<file path="src/rtl/instr_fetch_unit.sv">
// rtl/instr_fetch_unit.sv - PC owner and single-outstanding instruction fetcher
module instr_fetch_unit #(
  parameter int                ADDR_W   = 32,
  parameter logic [ADDR_W-1:0] RESET_PC = '0
) (
  input  logic              clk,
  input  logic              reset_n,
  output logic              imem_req,
  output logic [ADDR_W-1:0] imem_addr,
  input  logic              imem_ack,
  input  logic [31:0]       imem_rdata,
  input  logic              issue_ready,
  input  logic              pc_src,
  input  logic [ADDR_W-1:0] branch_target,
  output logic              instr_valid,
  output logic [31:0]       instr,
  output logic [3:0]        cond,
  output logic [1:0]        op,
  output logic [5:0]        funct,
  output logic [3:0]        rd,
  output logic [ADDR_W-1:0] pc,
  output logic [ADDR_W-1:0] pc_plus8
);

  typedef enum logic [1:0] {IDLE, REQ, HOLD} state_t;

  state_t state, state_next;

  always_ff @(posedge clk) begin
    if (!reset_n) state <= IDLE;
    else          state <= state_next;
  end

  always_comb begin
    state_next = state;
    case (state)
      IDLE:    state_next = REQ;
      REQ:     if (imem_ack) state_next = HOLD;
      HOLD:    if (issue_ready) state_next = REQ;
      default: state_next = IDLE;
    endcase
  end

  always_comb begin
    imem_req    = (state == REQ);
    instr_valid = (state == HOLD);
  end

  // Redirect and sequential advance happen only when the held word is consumed.
  always_ff @(posedge clk) begin
    if (!reset_n) begin
      pc    <= RESET_PC;
      instr <= '0;
    end else begin
      if (state == REQ && imem_ack) instr <= imem_rdata;
      if (state == HOLD && issue_ready) begin
        if (pc_src) pc <= {branch_target[ADDR_W-1:2], 2'b00};
        else        pc <= pc + ADDR_W'(4);
      end
    end
  end

  assign imem_addr = pc;
  assign pc_plus8  = pc + ADDR_W'(8);
  assign cond      = instr[31:28];
  assign op        = instr[27:26];
  assign funct     = instr[25:20];
  assign rd        = instr[15:12];

endmodule
</file>
<file path="config.mk">
export PLATFORM = sky130hd
export DESIGN_NAME = instr_fetch_unit
export DESIGN_NICKNAME = d
export VERILOG_FILES = /design/src/rtl/instr_fetch_unit.sv
export SDC_FILE = /design/constraint.sdc
export NUM_CORES = 1
export LEC_CHECK = 0
export ABC_AREA = 1
export ABC_CLOCK_PERIOD_IN_PS = 3600
export CAP_MARGIN = 20
export CELL_PAD_IN_SITES_DETAIL_PLACEMENT = 1
export CELL_PAD_IN_SITES_GLOBAL_PLACEMENT = 2
export CORE_UTILIZATION = 34
export CTS_CLUSTER_SIZE = 30
export DETAILED_ROUTE_END_ITERATION = 6
export DONT_BUFFER_PORTS = 1
export HOLD_SLACK_MARGIN = 0.06
export PLACE_DENSITY = 0.87
export SLEW_MARGIN = 10
export SYNTH_ARGS = -nofsm -noshare
export SYNTH_HDL_FRONTEND = slang
export SYNTH_SLANG_ARGS = --single-unit
</file>
<file path="constraint.sdc">
create_clock -name clk -period 3.6 [get_ports clk]
set_clock_uncertainty 0.05 [all_clocks]
set_input_delay 0.72 -clock clk [delete_from_list [all_inputs] [get_ports clk]]
set_output_delay 0.72 -clock clk [all_outputs]
set_load 0.05 [all_outputs]
</file>
==> out/metrics.yaml, run 1 <==
grt:
  grt-ovfl-total: 0
  grt_first_pass_wirelength_um: 22300
  first_global_vias: 4395
  grt_max_degree: 55
  grtUsageTotal_pct: 22.3
  antenna_found_initial: 0
floorplan:
  die_y_um: 113
  die-area_mm2: 0.0129
  row_count: 40
  core_area_mm2: 0.0121
  chipWidth_um: 113
  initial_core_util_pct: 35.0
  ioPinCount: 215
logic_synthesis:
  ys_ff_latch: 64
  synth.cell_area_mm2: 0.00422
  ys_types: 33
  synth.most_common_cell: "nand2_1"
  synth-main-ff-cell: "dfxtp_1"
  syn_avg_cell_area_um2: 6.43
  synth_largest_area_cell: "dfxtp_1"
  yosysWarnings: 0
  synth_common_cells: "167 x nand2_1, 72 x a21oi_1, 72 x nor2_1"
  ys_async_sr_fraction_pct: 0
  netlist_top_cells_area: "dfxtp_1 30%, nand2_1 15%, buf_4 9.4%"
  yosys.area.top_type_share_pct: 30.4
  synthCells: 656
  ys_seq_area_share_pct: 30.4
  synth-edff-count: 0
clock_network:
  clock_tree.root_cell: "clkbuf_16"
  post_cts_buffers: 0
  cts_max_level: 3
  cts_buffer_depth: 2
  path_clk_slew_ps: 60
  cts.sinks: 64
  ctsResizeCount: 0
  cts_tree: "built"
  cts_hold_buf: 0
  cts_made_buffers: 9
  clock_latency_ps: 340
worst_setup_path:
  critPathLaunchType: "flop"
  cp_max_fo: 7
  cp_top_family: "simple AND/OR/NAND/NOR gates"
  critical_path_arrival_ps: 2340
  cp_num_buf_inv: 2
  crit_cells: 9
  r2r_cells: 9
  crit_slowest_cell: "dfxtp_1"
  crit_path_end_kind: "output port"
  path_cells: "buf_4, nand3_2, nor2_4, nand2_2, nor3_4, nand2_2, nor2_2, xor2_1, buf_4"
  slowest_delay_ps: 360
  required_ps: 2830
  crit_type: "reg2out"
timing:
  drv_slew: 0
  tightest_slew_ps: 1030
  final-setup-viol-count: 0
  tns_ps: 0
  post-route-period-util_pct: 86.4
  period_minus_slack_ps: 3110
  fmax_mhz: 322
  timing.hold.ws_ps: 468
  final_hold_viol_count: 0
  rsz0062_at_grt: "no"
  slew_headroom_pct: 31.0
flow_run:
  cap_violations: 0
cells_and_area:
  final_core_util_pct: 39.4
  finalNetCount: 724
  area_growth_pct: 12.6
  n_antenna_cell: 0
  fin_area_mm2: 0.00475
  layout-drive-gt1-share_pct: 17.4
routing:
  wl_per_cell_um: 17.3
  drtIter0Drc: 180
  totalWireLength_um: 14300
  drc: 0
  final_antenna_net_count: 0
  avgViaCountPerCell: 5.10
  via_count: 4209
  dr.pass1.iters: 4
hold_path:
  worstHoldPathCells: 2
  min_path_type: "reg2reg"
placed_design:
  dpl_cell_area_mm2: 0.00441
  io_buffers: 0
  gp_congestion: 0.849
  hpwl_um: 10800
power:
  p_leak_uw: 0.00179
  powerDensity_mw_per_mm2: 428
  ir_drop_mv: 0.290
outcome:
  outcome: "finished, final reports clean"
[final timing paths]
kind            startpoint             to  slack (ps)
max           imem_addr[3]   pc_plus8[28]         490
min          imem_addr[28]  imem_addr[28]         470
max reg2reg   imem_addr[3]  imem_addr[20]        1210
min reg2reg  imem_addr[28]  imem_addr[28]         470
[state kept, by name (all words and copies together), names as in the netlist]
signal	cells
instr	32
imem_addr	30
state	2
[metrics by stage]
step	cells	total power, uW	worst slack (ps)
after detailed placement	808	1070	844
after floorplan	661	1050	440
after global routing	825	2100	362
final	825	2030	491
after global placement	808	1060	912
after CTS	824	2050	484
[logic make-up after synthesis]
logic type	count (synthesis)	share of synthesized area, %
other cells	1	0.0889
compound gates	100	12.2
fa+ha+maj	3	0.890
xor+xnor	28	5.81
simple gates	341	35.2
flops	64	30.4
buf+inv	119	15.4
[where the power goes]
part | total (uW) | internal (uW) | switching (uW)
Clock | 983 | 615 | 368
Combinational | 209 | 49.4 | 159
Sequential | 842 | 732 | 110
Total | 2030 | 1400 | 638
[per-layer routing]
layer | track usage, % | wire [um]
met3 | 7.23 | 1070
met4 | 6.93 | 275
met1 | 24.0 | 5710
met5 | 0 | 0
met2 | 41.3 | 7190
[area by class of cell]
class / count / area, um2
Clock buffer: 9 / 225
Clock inverter: 7 / 103
Fill cell: 1558 / 7310
Inverter: 36 / 135
Multi-Input combinational cell: 478 / 2310
Sequential cell: 64 / 1280
Tap cell: 168 / 210
Timing Repair Buffer: 63 / 480
[worst register-to-register path, delay by kind of cell (launching register included)]
kind / cells / cell delay, ps
DFF: 1 / 360
AOI/OAI and AO/OA: 2 / 280
adders and majority gates: 1 / 270
and+or+nand+nor: 5 / 940
buffers and inverters: 1 / 340
[cell usage in the layout (no fill, tap or decap), types with 2 or more instances in the layout]
master     netlist  routed
a211oi_1         3       3
a21oi_1         72      72
a31oi_1          2       2
buf_4           53      62
bufinv_16        0       2
clkbuf_16        0       9
conb_1           1       6
dfxtp_1         64      63
ha_1             3       3
inv_1           33      33
inv_2            3       3
inv_6            0       3
nand2_1        167     167
nand2_2         10      10
nand3_1         66      66
nand4_1          3       3
nor2_1          72      71
nor2_2          13      13
nor2_4           3       4
nor3_1           2       2
o21ai_0         19      19
xnor2_1          5       5
xor2_1          23      23
Power figures use the tool's default switching activity.
==> run 2: changes to the inputs <==
--- a/config.mk
+++ b/config.mk
@@ -6,7 +6,7 @@
 export NUM_CORES = 1
 export LEC_CHECK = 0
 export ABC_AREA = 1
-export ABC_CLOCK_PERIOD_IN_PS = 3600
+export ABC_CLOCK_PERIOD_IN_PS = 3650
 export CAP_MARGIN = 20
 export CELL_PAD_IN_SITES_DETAIL_PLACEMENT = 1
 export CELL_PAD_IN_SITES_GLOBAL_PLACEMENT = 2
==> constraint.sdc (replaced) <==
create_clock -name clk -period 3.65 [get_ports clk]
set_clock_uncertainty 0.05 [all_clocks]
set_input_delay 0.73 -clock clk [delete_from_list [all_inputs] [get_ports clk]]
set_output_delay 0.73 -clock clk [all_outputs]
set_load 0.05 [all_outputs]
==> run 2 against run 1 <==
  * Non-clock buffer count down 3
  * Cell area down 1.1%
  * Largest power group unchanged
  * First-iteration DRC count down 1.7%
==> out/metrics.yaml, run 2 (same netlist as run 1, synthesis figures left out) <==
floorplan:
  chipWidth_um: 113  # unchanged
  row_count: 40  # unchanged
  ioPinCount: 215  # unchanged
  die-area_mm2: 0.0129  # unchanged
  initial_core_util_pct: 35.0  # unchanged
  die_y_um: 113  # unchanged
  core_area_mm2: 0.0121  # unchanged
cells_and_area:
  final_core_util_pct: 38.9  # was 39.4%
  largest_reg_flops: 32  # unchanged
  mostFrequentLayoutCell: "nand2_1"  # unchanged
  n_antenna_cell: 0  # unchanged
  multi_input_area_mm2: 0.00231  # unchanged
  largest_register: "instr"  # unchanged
  area_growth_pct: 11.3  # was 12.6%
  fillers: 1577  # was 1558
  mostFrequentLayoutCells: "167 x nand2_1, 72 x a21oi_1, 71 x nor2_1"  # unchanged
  layout-drive-gt1-share_pct: 17.0  # was 17.4%
  final_cells: 822  # was 825
  finalNetCount: 721  # was 724
  regArea_mm2: 0.00128  # unchanged
power:
  clock_power_share_pct: 46.6  # was 48.3%
  netSwitchingFraction_pct: 32.6  # was 31.4%
  p_switching_uw: 630  # was 638 uW
  pwr-share-seq_pct: 42.9  # was 41.4%
  ir_drop_mv: 0.266  # was 0.290 mV
  intPower_uw: 1300  # was 1400 uW
  p_leak_uw: 0.00177  # was 0.00179 uW
  pwr-share-comb_pct: 10.4  # was 10.3%
  powerDensity_mw_per_mm2: 412  # was 428 mW/mm2
clock_network:
  clock_tree.root_cell: "clkbuf_16"  # unchanged
  cts_hold_buf: 0  # unchanged
  ctsResizeCount: 0  # unchanged
  clock_latency_ps: 350  # was 340 ps
  cts_buffer_depth: 2  # unchanged
  post_cts_buffers: 0  # unchanged
  cts_max_level: 3  # unchanged
  cts_made_buffers: 9  # unchanged
  cts_tree: "built"  # unchanged
  cts.sinks: 64  # unchanged
  path_clk_slew_ps: 60  # about the same
timing:
  slew_headroom_pct: 31.8  # was 31.0%
  rsz0062_at_grt: "no"  # unchanged
  drv_slew: 0  # unchanged
  tightest_slew_ps: 1020  # was 1030 ps
  fmax_mhz: 327
  final_hold_viol_count: 0  # unchanged
  post-route-period-util_pct: 83.9
  tns_ps: 0  # unchanged
  period_minus_slack_ps: 3060
  setup_ws_ps: 589  # was 491 ps
  final-setup-viol-count: 0  # unchanged
routing:
  totalWireLength_um: 14100  # was 14300 um
  via_count: 4186  # was 4209
  avgViaCountPerCell: 5.09  # was 5.10
  wl_per_cell_um: 17.1  # was 17.3 um
  dr.pass1.iters: 4  # unchanged
  drtIter0Drc: 177  # was 180
  final_antenna_net_count: 0  # unchanged
  drc: 0  # unchanged
worst_setup_path:
  path_cells: "buf_4, nand3_2, nor2_4, nand2_2, nor3_4, nand2_2, nor2_2, xor2_1, buf_4"  # unchanged
  slowest_delay_ps: 330  # was 360 ps
  cp_max_fo: 7  # unchanged
  critical_path_arrival_ps: 2280  # was 2340 ps
  crit_path_end_kind: "output port"  # unchanged
  required_ps: 2870  # was 2830 ps
  r2r_cells: 11  # was 9
  critPathLaunchType: "flop"  # unchanged
  crit_slowest_cell: "dfxtp_1"  # unchanged
  crit_type: "reg2out"  # unchanged
placed_design:
  placedCellCount: 806  # was 808
  dpl_worst_slack_ps: 917  # was 844 ps
  gp_congestion: 0.852  # was 0.849
  io_buffers: 0  # unchanged
  hpwl_um: 10700  # was 10800 um
grt:
  grtUsageTotal_pct: 22.9  # was 22.3%
  grt-ovfl-total: 0  # unchanged
  grt_first_pass_wirelength_um: 22800  # was 22300 um
  antenna_found_initial: 0  # unchanged
  first_global_vias: 4445  # was 4395
  grt_max_degree: 55  # unchanged
outcome:
  outcome: "finished, final reports clean"  # unchanged
hold_path:
  worstHoldPathCells: 2  # unchanged
  min_path_type: "reg2reg"  # unchanged
flow_run:
  cap_violations: 0  # unchanged
run 2: cell type report:
cell class | count | area share (%)
clock inverter | 7 | 1.68
timing repair buffer | 60 | 9.59
multi-input combinational | 478 | 49.3
inverter | 36 | 2.88
clock buffer | 9 | 4.80
sequential | 64 | 27.3
tap | 168 | 4.48
run 2: path summary, 6_finish.rpt:
kind	start	end	slack, ps
setup / recovery	imem_addr[3]	pc_plus8[28]	590
hold / removal	imem_addr[28]	imem_addr[28]	470
setup reg to reg	imem_addr[3]	imem_addr[28]	1310
hold reg to reg	imem_addr[28]	imem_addr[28]	470
run 2: per-stage QoR:
step | hold slack [ps] | power (uW) | area (um2)
2_1_floorplan | 448 | 1030 | 4240
3_3_place_gp | 453 | 1040 | 4390
3_5_place_dp | 461 | 1050 | 4390
4_1_cts | 468 | 1960 | 4700
5_1_grt | 478 | 2010 | 4700
6_report | 470 | 1930 | 4700
run 2: metal layers:
metal,track usage (%),vias up,part of all wire (%)
li1,-,2040,-
met1,25.8,1974,41
met2,40.7,150,50
met3,6.70,22,6.9
met4,8.86,0,2.0
met5,0,-,0
run 2: critical path: cells and delay by family (launching register included):
kind | cells | cell delay, ps
DFF | 1 | 330
xor gates and xnor gates | 1 | 150
and+or+nand+nor | 6 | 910
buffers and inverters | 2 | 550
run 2: power by group through the flow:
stage	registers (uW)	clock network, uW	logic (uW)
after floorplan	830	0	204
after global placement	845	0	198
after detailed placement	846	0	204
after CTS	831	923	205
after global routing	834	959	221
final	831	902	202
==> run 3: changes to the inputs <==
--- a/config.mk
+++ b/config.mk
@@ -6,16 +6,16 @@
 export NUM_CORES = 1
 export LEC_CHECK = 0
 export ABC_AREA = 1
-export ABC_CLOCK_PERIOD_IN_PS = 3650
+export ABC_CLOCK_PERIOD_IN_PS = 2500
 export CAP_MARGIN = 20
 export CELL_PAD_IN_SITES_DETAIL_PLACEMENT = 1
 export CELL_PAD_IN_SITES_GLOBAL_PLACEMENT = 2
-export CORE_UTILIZATION = 34
+export CORE_UTILIZATION = 28
 export CTS_CLUSTER_SIZE = 30
 export DETAILED_ROUTE_END_ITERATION = 6
 export DONT_BUFFER_PORTS = 1
 export HOLD_SLACK_MARGIN = 0.06
-export PLACE_DENSITY = 0.87
+export PLACE_DENSITY = 0.77
 export SLEW_MARGIN = 10
 export SYNTH_ARGS = -nofsm -noshare
 export SYNTH_HDL_FRONTEND = slang
==> constraint.sdc (replaced) <==
create_clock -name clk -period 2.5 [get_ports clk]
set_clock_uncertainty 0.05 [all_clocks]
set_input_delay 0.5 -clock clk [delete_from_list [all_inputs] [get_ports clk]]
set_output_delay 0.5 -clock clk [all_outputs]
set_load 0.05 [all_outputs]
==> run 3 against run 2 <==
  * Worst hold slack got worse by 230 ps
  * Combinational power rose by 110%
  * Via count rose by 4.2%
  * Critical path depth fell by 1
  * The flow now finishes with violations (design-rule violations)
  * Final cell count rose by 6.9%
  * Global-route usage fell by 2.9 points
==> out/metrics.yaml, run 3 (same netlist as run 1, synthesis figures left out) <==
timing:
  final-setup-viol-count: 0  # unchanged
  tightest_slew_ps: 738  # was 1020 ps
  slew_headroom_pct: 50.7  # was 31.8%
  setup_ws_ps: 89.5  # was 589 ps
  drv_slew: 0  # unchanged
  period_minus_slack_ps: 2410
  final_hold_viol_count: 0  # unchanged
  fmax_mhz: 415
  post-route-period-util_pct: 96.4
clock_network:
  clock_latency_ps: 340  # was 350 ps
  cts_max_level: 3  # unchanged
  cts_hold_buf: 0  # unchanged
  path_clk_slew_ps: 60  # about the same
  cts_buffer_depth: 2  # unchanged
  cts_tree: "built"  # unchanged
  clock_tree.root_cell: "clkbuf_16"  # unchanged
  cts_made_buffers: 9  # unchanged
  cts.sinks: 64  # unchanged
grt:
  antenna_found_initial: 0  # unchanged
  grt_max_degree: 42  # was 55
  grtUsageTotal_pct: 20.0  # was 22.9%
  grt-ovfl-total: 0  # unchanged
  first_global_vias: 4678  # was 4445
  grt_first_pass_wirelength_um: 24300  # was 22800 um
cells_and_area:
  layout-drive-gt1-share_pct: 30.2  # was 17.0%
  final_core_util_pct: 39.0  # was 38.9%
  mostFrequentLayoutCells: "162 x nand2_1, 81 x buf_4, 72 x a21oi_1"  # was 167 x nand2_1, 72 x a21oi_1, 71 x nor2_1
  finalNetCount: 762  # was 721
  mostFrequentLayoutCell: "nand2_1"  # unchanged
  largest_reg_flops: 32  # unchanged
  fillers: 1819  # was 1577
  fin_area_mm2: 0.00571  # was 0.00470 mm2
  largest_register: "instr"  # unchanged
  area_growth_pct: 35.3  # was 11.3%
  n_antenna_cell: 0  # unchanged
floorplan:
  core_area_mm2: 0.0146  # was 0.0121 mm2
  initial_core_util_pct: 28.8  # was 35.0%
  chipWidth_um: 125  # was 113 um
  die-area_mm2: 0.0156  # was 0.0129 mm2
  ioPinCount: 215  # unchanged
  die_y_um: 125  # was 113 um
  row_count: 44  # was 40
power:
  powerDensity_mw_per_mm2: 532  # was 412 mW/mm2
  pwr-share-seq_pct: 36.8  # was 42.9%
  netSwitchingFraction_pct: 30.0  # was 32.6%
  ir_drop_mv: 0.373  # was 0.266 mV
  p_leak_uw: 0.00216  # was 0.00177 uW
  p_switching_uw: 910  # was 630 uW
  pwr-share-comb_pct: 14.3  # was 10.4%
  clock_power_share_pct: 48.9  # was 46.6%
  intPower_uw: 2130  # was 1300 uW
worst_setup_path:
  critical_path_arrival_ps: 1860  # was 2280 ps
  cp_max_fo: 6  # was 7
  crit_path_end_kind: "output port"  # unchanged
  crit_type: "reg2out"  # unchanged
  required_ps: 1950  # was 2870 ps
  critPathLaunchType: "flop"  # unchanged
routing:
  wl_per_cell_um: 17.5  # was 17.1 um
  final_antenna_net_count: 0  # unchanged
  via_count: 4362  # was 4186
  drc: 24  # was 0
  totalWireLength_um: 15400  # was 14100 um
  dr.pass1.iters: 7  # was 4
  avgViaCountPerCell: 4.96  # was 5.09
  drtIter0Drc: 173  # was 177
placed_design:
  gp_congestion: 0.882  # was 0.852
  io_buffers: 0  # unchanged
  dpl_cell_area_mm2: 0.00510  # was 0.00439 mm2
  dpl_worst_slack_ps: 58.8  # was 917 ps
  hpwl_um: 11600  # was 10700 um
flow_run:
  cap_violations: 0  # unchanged
outcome:
  outcome: "finished, violations left"  # was finished, final reports clean
  violations: "design-rule violations"
hold_path:
  min_path_type: "in2reg"  # was reg2reg
## run 3: power by group through the flow
| stage | clock, uW | sequential (uW) | combinational (uW) |
|---|---|---|---|
| after floorplan | 0 | 1210 | 302 |
| after global routing | 1560 | 1120 | 461 |
| after CTS | 1520 | 1120 | 435 |
| after detailed placement | 0 | 1140 | 434 |
| final | 1490 | 1120 | 434 |
| after global placement | 0 | 1140 | 423 |
## run 3: what timing repair did
action,in CTS,in global routing
resized for setup,19,26
pin swaps,6,10
setup buffers,6,6
setup endpoints to repair,13,15
## run 3: worst paths after layout
kind,from,end,slack [ps],depth (start not counted)
max,imem_addr[4],pc_plus8[13],90,8
min,reset_n,imem_addr[11],240,2
max reg2reg,imem_addr[3],imem_addr[30],330,11
min reg2reg,instr[25],instr[25],410,2
## run 3: worst max-delay path: stages, from the launching register on
cell and delay [ps]:
dfxtp_4 400, ha_4 160, inv_2 40, nor2_4 120
nand2_4 100, nor2_2 160, buf_4 140, xor2_2 220
buf_12 170
## run 3: per-stage QoR
step | hold slack (ps) | TNS [ps] | instances | total power (uW)
2_1_floorplan | 448 | -14.3 | 661 | 1520
3_3_place_gp | 401 | 0 | 851 | 1560
3_5_place_dp | 407 | 0 | 851 | 1580
4_1_cts | 226 | -110 | 873 | 3070
5_1_grt | 242 | -31.2 | 879 | 3150
6_report | 242 | 0 | 879 | 3040
## run 3: area by class of cell
| type | instances | area, um2 | area share, % |
|---|---|---|---|
| inverters | 36 | 135 | 2.37 |
| multi-input cells | 478 | 2670 | 46.9 |
| clock buffers | 9 | 225 | 3.95 |
| flip-flops and latches | 64 | 1310 | 23.0 |
| well taps | 184 | 230 | 4.03 |
| repair buffers | 101 | 1010 | 17.7 |
| clock inverters | 7 | 120 | 2.10 |
## run 3: metal layers
layer	vias to the layer above	global-route usage, %	part of all wire [%]
met1	2096	21.5	39
met2	145	36.4	51
met4	0	6.97	2.0
met5	-	0	0
met3	21	6.62	7.4
li1	2100	-	-
